## src/rtl/tlb_ctrl.sv

```systemverilog
// TLB port sequencer: arbitrates fetch/data translations against CP0 TLB
// instructions, one operation at a time (IDLE -> EXEC -> RESP), and keeps CP0 Random.
module tlb_ctrl #(
  parameter int ENTRY_ADDR_WIDTH = 3
) (
  input  logic        clk,
  input  logic        res,
  input  logic        iReq,
  input  logic [31:0] iVAddr,
  output logic        iDone,
  output logic        iMiss,
  output logic        iInvalid,
  output logic [31:0] iPAddr,
  input  logic        dReq,
  input  logic        dWrite,
  input  logic [31:0] dVAddr,
  output logic        dDone,
  output logic        dMiss,
  output logic        dInvalid,
  output logic        dModified,
  output logic [31:0] dPAddr,
  input  logic        cmdValid,
  input  logic [1:0]  cmdOp,
  output logic        cmdDone,
  input  logic [31:0] indexIn,
  input  logic [31:0] wiredIn,
  input  logic [31:0] entryHiIn,
  output logic [31:0] indexOut,
  output logic        indexWe,
  output logic [31:0] rdEntryHi,
  output logic [31:0] rdEntryLo0,
  output logic [31:0] rdEntryLo1,
  output logic [31:0] rdPageMask,
  output logic        rdWe,
  output logic [31:0] random,
  output logic [31:0] tlbVAddr,
  output logic [31:0] tlbIndex,
  output logic        tlbRe,
  output logic        tlbWe,
  input  logic [31:0] tlbPAddr,
  input  logic [31:0] tlbMatchedIndex,
  input  logic        tlbFound,
  input  logic        tlbBitD,
  input  logic        tlbBitV,
  input  logic [31:0] tlbEntryHi,
  input  logic [31:0] tlbEntryLo0,
  input  logic [31:0] tlbEntryLo1,
  input  logic [31:0] tlbPageMask
);

  localparam int AW = ENTRY_ADDR_WIDTH;
  localparam int ENTRY_COUNT = 1 << AW;
  localparam logic [AW-1:0] RAND_TOP = AW'(ENTRY_COUNT - 1);

  localparam logic [1:0] S_IDLE = 2'd0;
  localparam logic [1:0] S_EXEC = 2'd1;
  localparam logic [1:0] S_RESP = 2'd2;

  localparam logic [1:0] SRC_I = 2'd0;
  localparam logic [1:0] SRC_D = 2'd1;
  localparam logic [1:0] SRC_C = 2'd2;

  localparam logic [1:0] OP_TLBP  = 2'd0;
  localparam logic [1:0] OP_TLBR  = 2'd1;
  localparam logic [1:0] OP_TLBWI = 2'd2;

  logic [1:0]    state;
  logic [1:0]    src_p0;
  logic [1:0]    op_p0;
  logic          last_d;
  logic [AW-1:0] rand_q;
  logic [31:0]   vaddr_p0;
  logic          dwrite_p0;
  logic [AW-1:0] rand_p0;
  logic          grant;
  logic [1:0]    grant_src;
  logic          unused_bits;

  function automatic logic [31:0] zext_idx(input logic [AW-1:0] v);
    return {{(32-AW){1'b0}}, v};
  endfunction

  function automatic logic [AW-1:0] next_random(input logic [AW-1:0] cur,
                                                input logic [31:0] wired);
    if (wired >= 32'(ENTRY_COUNT) || cur <= wired[AW-1:0])
      return RAND_TOP;
    return cur - AW'(1);
  endfunction

  assign random = zext_idx(rand_q);
  assign unused_bits = ^{entryHiIn[12:0], indexIn[31:AW]};

  // Grant: commands first; on an i/d tie, serve whoever did not win last.
  always_comb begin
    grant     = 1'b0;
    grant_src = SRC_I;
    if (state == S_IDLE) begin
      if (cmdValid) begin
        grant     = 1'b1;
        grant_src = SRC_C;
      end else if (iReq && (!dReq || last_d)) begin
        grant     = 1'b1;
        grant_src = SRC_I;
      end else if (dReq) begin
        grant     = 1'b1;
        grant_src = SRC_D;
      end
    end
  end

  // Stage p0: request captured at grant, consumed during EXEC
  always_ff @(posedge clk) begin
    if (grant) begin
      vaddr_p0  <= (grant_src == SRC_D) ? dVAddr : iVAddr;
      dwrite_p0 <= dWrite;
      rand_p0   <= rand_q;
    end
  end

  // EXEC drives the TLB port; it is idle in every other state.
  always_comb begin
    tlbVAddr = '0;
    tlbIndex = '0;
    tlbRe    = 1'b0;
    tlbWe    = 1'b0;
    if (state == S_EXEC) begin
      if (src_p0 != SRC_C) begin
        tlbVAddr = vaddr_p0;
      end else begin
        case (op_p0)
          OP_TLBP:  tlbVAddr = {entryHiIn[31:13], 13'b0};
          OP_TLBR: begin
            tlbRe    = 1'b1;
            tlbIndex = zext_idx(indexIn[AW-1:0]);
          end
          OP_TLBWI: begin
            tlbWe    = 1'b1;
            tlbIndex = zext_idx(indexIn[AW-1:0]);
          end
          default: begin
            tlbWe    = 1'b1;
            tlbIndex = zext_idx(rand_p0);
          end
        endcase
      end
    end
  end

  always_ff @(posedge clk or posedge res) begin
    if (res) begin
      state      <= S_IDLE;
      src_p0     <= SRC_I;
      op_p0      <= OP_TLBP;
      last_d     <= 1'b1;
      rand_q     <= RAND_TOP;
      iDone      <= 1'b0;
      iMiss      <= 1'b0;
      iInvalid   <= 1'b0;
      iPAddr     <= '0;
      dDone      <= 1'b0;
      dMiss      <= 1'b0;
      dInvalid   <= 1'b0;
      dModified  <= 1'b0;
      dPAddr     <= '0;
      cmdDone    <= 1'b0;
      indexOut   <= '0;
      indexWe    <= 1'b0;
      rdEntryHi  <= '0;
      rdEntryLo0 <= '0;
      rdEntryLo1 <= '0;
      rdPageMask <= '0;
      rdWe       <= 1'b0;
    end else begin
      rand_q  <= next_random(rand_q, wiredIn);
      iDone   <= 1'b0;
      dDone   <= 1'b0;
      cmdDone <= 1'b0;
      indexWe <= 1'b0;
      rdWe    <= 1'b0;
      case (state)
        S_IDLE: begin
          if (grant) begin
            state  <= S_EXEC;
            src_p0 <= grant_src;
            op_p0  <= cmdOp;
            if (grant_src == SRC_I) last_d <= 1'b0;
            else if (grant_src == SRC_D) last_d <= 1'b1;
          end
        end
        // Stage p1: TLB results registered; done strobes are visible during RESP
        S_EXEC: begin
          state <= S_RESP;
          case (src_p0)
            SRC_I: begin
              iPAddr   <= tlbPAddr;
              iMiss    <= ~tlbFound;
              iInvalid <= tlbFound & ~tlbBitV;
              iDone    <= 1'b1;
            end
            SRC_D: begin
              dPAddr    <= tlbPAddr;
              dMiss     <= ~tlbFound;
              dInvalid  <= tlbFound & ~tlbBitV;
              dModified <= tlbFound & tlbBitV & dwrite_p0 & ~tlbBitD;
              dDone     <= 1'b1;
            end
            default: begin
              cmdDone <= 1'b1;
              if (op_p0 == OP_TLBP) begin
                indexOut <= tlbFound ? tlbMatchedIndex : 32'h8000_0000;
                indexWe  <= 1'b1;
              end
              if (op_p0 == OP_TLBR) begin
                rdEntryHi  <= tlbEntryHi;
                rdEntryLo0 <= tlbEntryLo0;
                rdEntryLo1 <= tlbEntryLo1;
                rdPageMask <= tlbPageMask;
                rdWe       <= 1'b1;
              end
            end
          endcase
        end
        default: state <= S_IDLE;
      endcase
    end
  end

endmodule

```

## config.mk

```make
export PLATFORM = sky130hd
export DESIGN_NAME = tlb_ctrl
export DESIGN_NICKNAME = d
export VERILOG_FILES = /design/src/rtl/tlb_ctrl.sv
export SDC_FILE = /design/constraint.sdc
export NUM_CORES = 1
export LEC_CHECK = 0
export ABC_CLOCK_PERIOD_IN_PS = 7300
export BUFFER_PORTS_ARGS = -buffer_cell sky130_fd_sc_hd__buf_2
export CELL_PAD_IN_SITES_DETAIL_PLACEMENT = 2
export CELL_PAD_IN_SITES_GLOBAL_PLACEMENT = 2
export CORE_AREA = 2 2 273 275
export DETAILED_ROUTE_END_ITERATION = 7
export DIE_AREA = 0 0 275 277
export PLACE_DENSITY = 0.58
export SYNTH_ARGS = -nofsm -noshare
export SYNTH_HDL_FRONTEND = slang
export SYNTH_SLANG_ARGS = --single-unit
export TNS_END_PERCENT = 10
```

## constraint.sdc

```tcl
create_clock -name clk -period 7.3 [get_ports clk]
set_input_delay 1.095 -clock clk [delete_from_list [all_inputs] [get_ports clk]]
set_output_delay 1.095 -clock clk [all_outputs]
set_load 0.1 [all_outputs]
```

==> results of run 1 <==
-- layer usage --
layer	wire length, um	track usage [%]	part of all wire, %
met5	0	0	0
met4	949	2.83	2.3
met3	4100	3.65	10
met2	21500	19.6	52
met1	14600	10.7	35
-- metrics by stage --
stage | cell area [sq um] | setup slack [ns] | hold WS, ns | std cells | util [%]
after floorplan | 11800 | 3.00 | 0.504 | 874 | -
after global placement | 15400 | 3.34 | 0.460 | 2349 | 21.0
after detailed placement | 15400 | 3.31 | 0.467 | 2349 | 21.0
after CTS | 16600 | 2.70 | 0.480 | 2411 | 22.5
after global routing | 16600 | 2.62 | 0.490 | 2411 | 22.5
final | 16600 | 2.85 | 0.473 | 2411 | 22.5
-- placed cells by master (no fill, tap or decap), types with 13 or more instances in the layout --
cell                        netlist  layout
sky130_fd_sc_hd__edfxtp_1        36      36
sky130_fd_sc_hd__mux2_2          85      85
sky130_fd_sc_hd__a22o_1          18      18
sky130_fd_sc_hd__dfrtp_1        240     240
sky130_fd_sc_hd__clkbuf_1        16      13
sky130_fd_sc_hd__buf_2           19     594
sky130_fd_sc_hd__o21ai_0         38      38
sky130_fd_sc_hd__and2_1          13      13
sky130_fd_sc_hd__clkbuf_16        0      36
sky130_fd_sc_hd__conb_1           1      58
sky130_fd_sc_hd__nand2_1         72      72
sky130_fd_sc_hd__mux2_1         141     141
-- worst reg2reg max path, cell delays in order (launching register included) --
cell,delay [ns]
sky130_fd_sc_hd__dfrtp_1,0.41
sky130_fd_sc_hd__nand2b_1,0.25
sky130_fd_sc_hd__inv_2,0.12
sky130_fd_sc_hd__and3_4,0.73
sky130_fd_sc_hd__buf_4,0.87
sky130_fd_sc_hd__mux2_2,0.54
-- cells by family (layout without fill, tap and decap cells) --
group	count (synthesis)	count (layout)	synth area share [%]
other	1	58	0.0325
XOR/XNOR	1	1	0.0759
flip-flops	280	280	62.3
AND/OR/NAND/NOR	121	121	5.01
buffers and inverters	111	679	5.93
multiplexers	226	226	22.0
AO/OA/AOI/OAI	70	70	3.86
adder cells (fa/ha/maj)	7	7	0.759
-- area by class of cell --
class                   instances  share of cell area (%)
clock buffers                  53                    6.06
clock inverters                 9                   0.831
inverters                      13                   0.317
multi-input cells             483                    23.6
flip-flops and latches        280                    43.4
well taps                     969                    7.32
repair buffers                604                    18.5
-- worst paths after layout --
path                                           from                         to  slack, ns  cells after the start
max                            op_p0[0]$_DFFE_PP0P_               tlbVAddr[26]       2.85                      7
max reg2reg                    state[1]$_DFFE_PP0P_  rdEntryHi[22]$_DFFE_PP0P_       4.28                      5
min reg2reg                indexOut[18]$_DFFE_PP0P_   indexOut[18]$_DFFE_PP0P_       0.47                      2
max in group asynchronous                       res      src_p0[0]$_DFFE_PP0P_       5.12                      4
min                        indexOut[18]$_DFFE_PP0P_   indexOut[18]$_DFFE_PP0P_       0.47                      2
min in group asynchronous                       res      dPAddr[0]$_DFFE_PP0P_       0.73                      3
-- flip-flops by register name (all words and copies together) (netlist names), 3 cells and up --
register and count:
dPAddr 32, iPAddr 32, indexOut 32, rand_p0 3, rand_q 3, rdEntryHi 32
rdEntryLo0 32, rdEntryLo1 32, rdPageMask 32, vaddr_p0 32
==> impl_results.md, run 1 <==
* Area of the die at 76,200 sq um
* Worst path buffer plus inverter count at 3
* Number of hold-repair buffers added at the cts stage at 0
* Post-route clock period utilization at 60.9%
* Number of failing setup endpoints in the final timing report at 0
* Post-Syn Area at 11,500 sq um
* CTS tree: yes
* Die W at 275 um
* Detailed-routing iteration count for the pre-antenna-repair pass at 4
* Average routed wire per standard cell at 17.1 um
* Maximum clock rate at 225 MHz
* PostCTS Resize Cnt at 0
* Clock tree root driver cell: sky130_fd_sc_hd__clkbuf_16
* Top cells by area, synth: sky130_fd_sc_hd__dfrtp_1, sky130_fd_sc_hd__mux2_1, sky130_fd_sc_hd__edfxtp_1
* H-tree level count at 2
* Post-layout nets at 1,788
* Run status: completed
* Instance count of the mapped netlist at 817
* Syn-to-layout area delta at 43.5%
* Ratio of routed vias to standard cells at 3.61
* CTS Sinks at 280
* Overall track demand over capacity in global routing at 10.4%
* Worst min-delay path class: reg2reg
* Total congestion overflow after global routing at 0
* Share of the yosys chip area belonging to registers at 62.3%
* Combined area of the multi-input logic cells at 3910 sq um
* Yosys Warn Count at 0
* Total I/O pin count at 695
* Worst-Margin Slew at 1.00 ns
* Sequential cell area at 7190 sq um
* Die Y-Extent at 277 um
* Remaining antenna violation count at 0
* Total wirelength of the detailed-routed design at 41,200 um
* Post-route DRC violation count at 0
* Fraction of layout instances using a drive strength above 1 at 51.9%
* Post-CTS setup-driven buffer insertion count at 0
* Slowest Stage Delay on Critical Path at 0.81 ns
* Source-to-sink clock delay at the later pin of the worst-skew pair at 0.53 ns
* Library cells used by synthesis at 41
* Cell breakdown of the critical path: inv_1 -> ha_1 -> nand4b_1 -> buf_4 -> nor2_2 -> a22o_1 -> buf_2
* Async S/R FF share, synth at 87.1%
* RD Place Congestion at 0.809
* WP data required at 6.20 ns
* Post-synth top flop: sky130_fd_sc_hd__dfrtp_1
* Critical path data arrival time at 3.35 ns
* Worst slew margin relative to its limit at 33.4%
* Worst clock skew at 0.0133 ns
* Clock slew at reported path FFs at 0.06 ns
* Number of flip-flops and latches in the synthesized netlist at 280
* List of most frequent post-synthesis cells: sky130_fd_sc_hd__dfrtp_1, sky130_fd_sc_hd__mux2_1, sky130_fd_sc_hd__mux2_2, sky130_fd_sc_hd__nand2_1, sky130_fd_sc_hd__buf_4
* Library cell with the largest summed area after synthesis: sky130_fd_sc_hd__dfrtp_1
* Setup repair after global routing missed its margin: false
* Setup total negative slack at 0 ns
* Critical Path Fanout Max at 66
* Post-layout minimum cycle time at 4.45 ns
* Cell type of the slowest stage on the worst timing path: sky130_fd_sc_hd__nor2_2
* Max-capacitance violation count at 0
* Violation count after the first detailed-route iteration at 265
* # diodes at 0
* Number of placement rows at 100
* Antenna violations before repair at 0
* PortBufs at 594
* Total number of vias at 8,713
* Average instance area after synthesis at 14.1 sq um
* Area inside the core boundary at 73,600 sq um
* Number of buffers created by CTS at 36
* Maximum buffer depth of the clock tree at 3
* Fin. max-slew vios at 0
* Pin count of the biggest net entering global routing at 134
* Global-route wire length before repair at 60,700 um
* Element type at the critical path end: output pin
* Top-count cell post-synth: sky130_fd_sc_hd__dfrtp_1
* Number of endpoints with negative hold slack in the final report at 0
* HPWL after detailed placement at 31,600 um
* Share of the synthesized area in the top cell type at 52.0%
* Via count of the first global-routing pass at 9,735
* Crit Path Class: reg2out
* Family with the most delay on the worst path: simple AND/OR/NAND/NOR gates
* Number of fillers in the final layout at 8,232
* Effective utilization at floorplan at 15.7%
* Setup crit start kind: flip-flop
* EDFF count, synth at 36
Power of run 1 is left out: the tool's default activity adds up to more than one toggle a clock period on the data nets, which glitch-free logic cannot reach.
==> run 2, diff against run 1 <==
--- a/config.mk
+++ b/config.mk
@@ -5,7 +5,7 @@
 export SDC_FILE = /design/constraint.sdc
 export NUM_CORES = 1
 export LEC_CHECK = 0
-export ABC_CLOCK_PERIOD_IN_PS = 7300
+export ABC_CLOCK_PERIOD_IN_PS = 4050
 export BUFFER_PORTS_ARGS = -buffer_cell sky130_fd_sc_hd__buf_2
 export CELL_PAD_IN_SITES_DETAIL_PLACEMENT = 2
 export CELL_PAD_IN_SITES_GLOBAL_PLACEMENT = 2
==> constraint.sdc (replaced) <==
create_clock -name clk -period 4.05 [get_ports clk]
set_input_delay 0.6075 -clock clk [delete_from_list [all_inputs] [get_ports clk]]
set_output_delay 0.6075 -clock clk [all_outputs]
set_load 0.1 [all_outputs]
==> impl_results.md, run 2 (synthesized netlist as in run 1, its figures left out) <==
* Number of fillers in the final layout at 8,260
* Worst clock skew at 0.0171 ns
* CTS tree: yes
* Slack of the critical path at 0.730 ns
* Combined area of the multi-input logic cells at 3910 sq um
* HPWL after detailed placement at 32,400 um
* Setup crit start kind: flip-flop
* Worst-Margin Slew at 1.02 ns
* Number of placement rows at 100
* Worst min-delay path class: in2async
* Total wirelength of the detailed-routed design at 41,900 um
* Most frequent cells in the layout: sky130_fd_sc_hd__buf_2, sky130_fd_sc_hd__dfrtp_1, sky130_fd_sc_hd__mux2_1
* Number of failing setup endpoints in the final timing report at 0
* Via count of the first global-routing pass at 10.0k
* Remaining antenna violation count at 0
* PostCTS Resize Cnt at 0
* Total I/O pin count at 695
* WP data required at 3.44 ns
* Final hold slack at 0.230 ns
* Maximum clock rate at 301 MHz
* Post-layout nets at 1,796
* CTS Sinks at 280
* Setup repair after global routing missed its margin: false
* Fraction of layout instances using a drive strength above 1 at 52.6%
* Global routing met2 resource utilization at 19.8%
* Leading cell type in the layout, fill and taps excluded: sky130_fd_sc_hd__buf_2
* Element type at the critical path end: output pin
* Sequential cell area at 7190 sq um
* Pin count of the biggest net entering global routing at 69
* Die Y-Extent at 277 um
* Critical path data arrival time at 2.71 ns
* Met1 track demand over resource in global routing at 10.8%
* Worst slew margin relative to its limit at 32.0%
* Area inside the core boundary at 73,600 sq um
* Total number of vias at 8,788
* PortBufs at 594
* Run status: completed
* Violation count after the first detailed-route iteration at 171
* Number of hold-repair buffers added at the cts stage at 0
* Maximum buffer depth of the clock tree at 3
* Die W at 275 um
* Overall track demand over capacity in global routing at 10.6%
* Effective utilization at floorplan at 15.7%
* H-tree level count at 2
* Setup total negative slack at 0 ns
* Post-layout minimum cycle time at 3.32 ns
* Max-capacitance violation count at 0
* Total congestion overflow after global routing at 0
* Fin. max-slew vios at 0
* Place WS at 1.19 ns
* Area of the die at 76,200 sq um
* Detailed-routing iteration count for the pre-antenna-repair pass at 4
* Post-route clock period utilization at 82.0%
* M3 GR Usage at 3.77%
* Syn-to-layout area delta at 43.9%
* Average routed wire per standard cell at 17.3 um
* Most Crowded Layer GR: met2
* Source-to-sink clock delay at the later pin of the worst-skew pair at 0.54 ns
* Global-route wire length before repair at 61,600 um
* Number of endpoints with negative hold slack in the final report at 0
* Crit Path Class: reg2out
* Clock tree root driver cell: sky130_fd_sc_hd__clkbuf_16
* Antenna violations before repair at 5
* Clock slew at reported path FFs at 0.05 ns
* Number of buffers created by CTS at 35
* RD Place Congestion at 0.848
* Post-CTS setup-driven buffer insertion count at 0
* Critical Path Fanout Max at 10
* Post-route DRC violation count at 0
* Ratio of routed vias to standard cells at 3.63
==> run 2: per-layer routing <==
layer / share of wire, % / vias up
met3: 9.6 / 66
met4: 2.7 / 2
met2: 52 / 438
met1: 36 / 4323
met5: 0.036 / -
li1: - / 3959
==> run 2: layout make-up <==
cell class	count	share of cell area, %
inverter	13	0.316
multi-input combinational	483	23.5
sequential	280	43.3
tap	969	7.30
timing repair buffer	613	19.1
clock buffer	48	5.93
clock inverter	14	0.542
antenna	3	0.0452
==> run 2: worst paths after layout <==
check	startpoint	endpoint	slack, ns	cells after the start
max	op_p0[1]$_DFFE_PP0P_	tlbVAddr[23]	0.73	7
min	res	rdEntryHi[6]$_DFFE_PP0P_	0.23	2
max reg2reg	state[1]$_DFFE_PP0P_	rdPageMask[31]$_DFFE_PP0P_	1.53	5
min reg2reg	dMiss$_DFFE_PP0P_	dMiss$_DFFE_PP0P_	0.48	2
max in group asynchronous	res	last_d$_DFFE_PP1P_	2.92	3
min in group clk	dWrite	dwrite_p0$_DFFE_PP_	0.25	1
==> run 2: metrics by stage <==
| step | utilization [%] | instance area, sq um | std cells |
|---|---|---|---|
| 3_3_place_gp | 21.1 | 15500 | 2358 |
| 5_1_grt | 22.6 | 16600 | 2423 |
| 3_5_place_dp | 21.1 | 15500 | 2358 |
| 4_1_cts | 22.6 | 16600 | 2420 |
| 6_report | 22.6 | 16600 | 2423 |
| 2_1_floorplan | - | 11800 | 874 |
==> run 2: critical path, stage by stage, from the launching register on <==
cell and delay, ns:
sky130_fd_sc_hd__dfrtp_1 0.40, sky130_fd_sc_hd__inv_1 0.08, sky130_fd_sc_hd__ha_1 0.23, sky130_fd_sc_hd__nand4b_1 0.16, sky130_fd_sc_hd__nor2_2 0.46, sky130_fd_sc_hd__buf_4 0.25, sky130_fd_sc_hd__a22o_1 0.15, sky130_fd_sc_hd__buf_2 0.43
Power of run 2 is left out for the same reason.
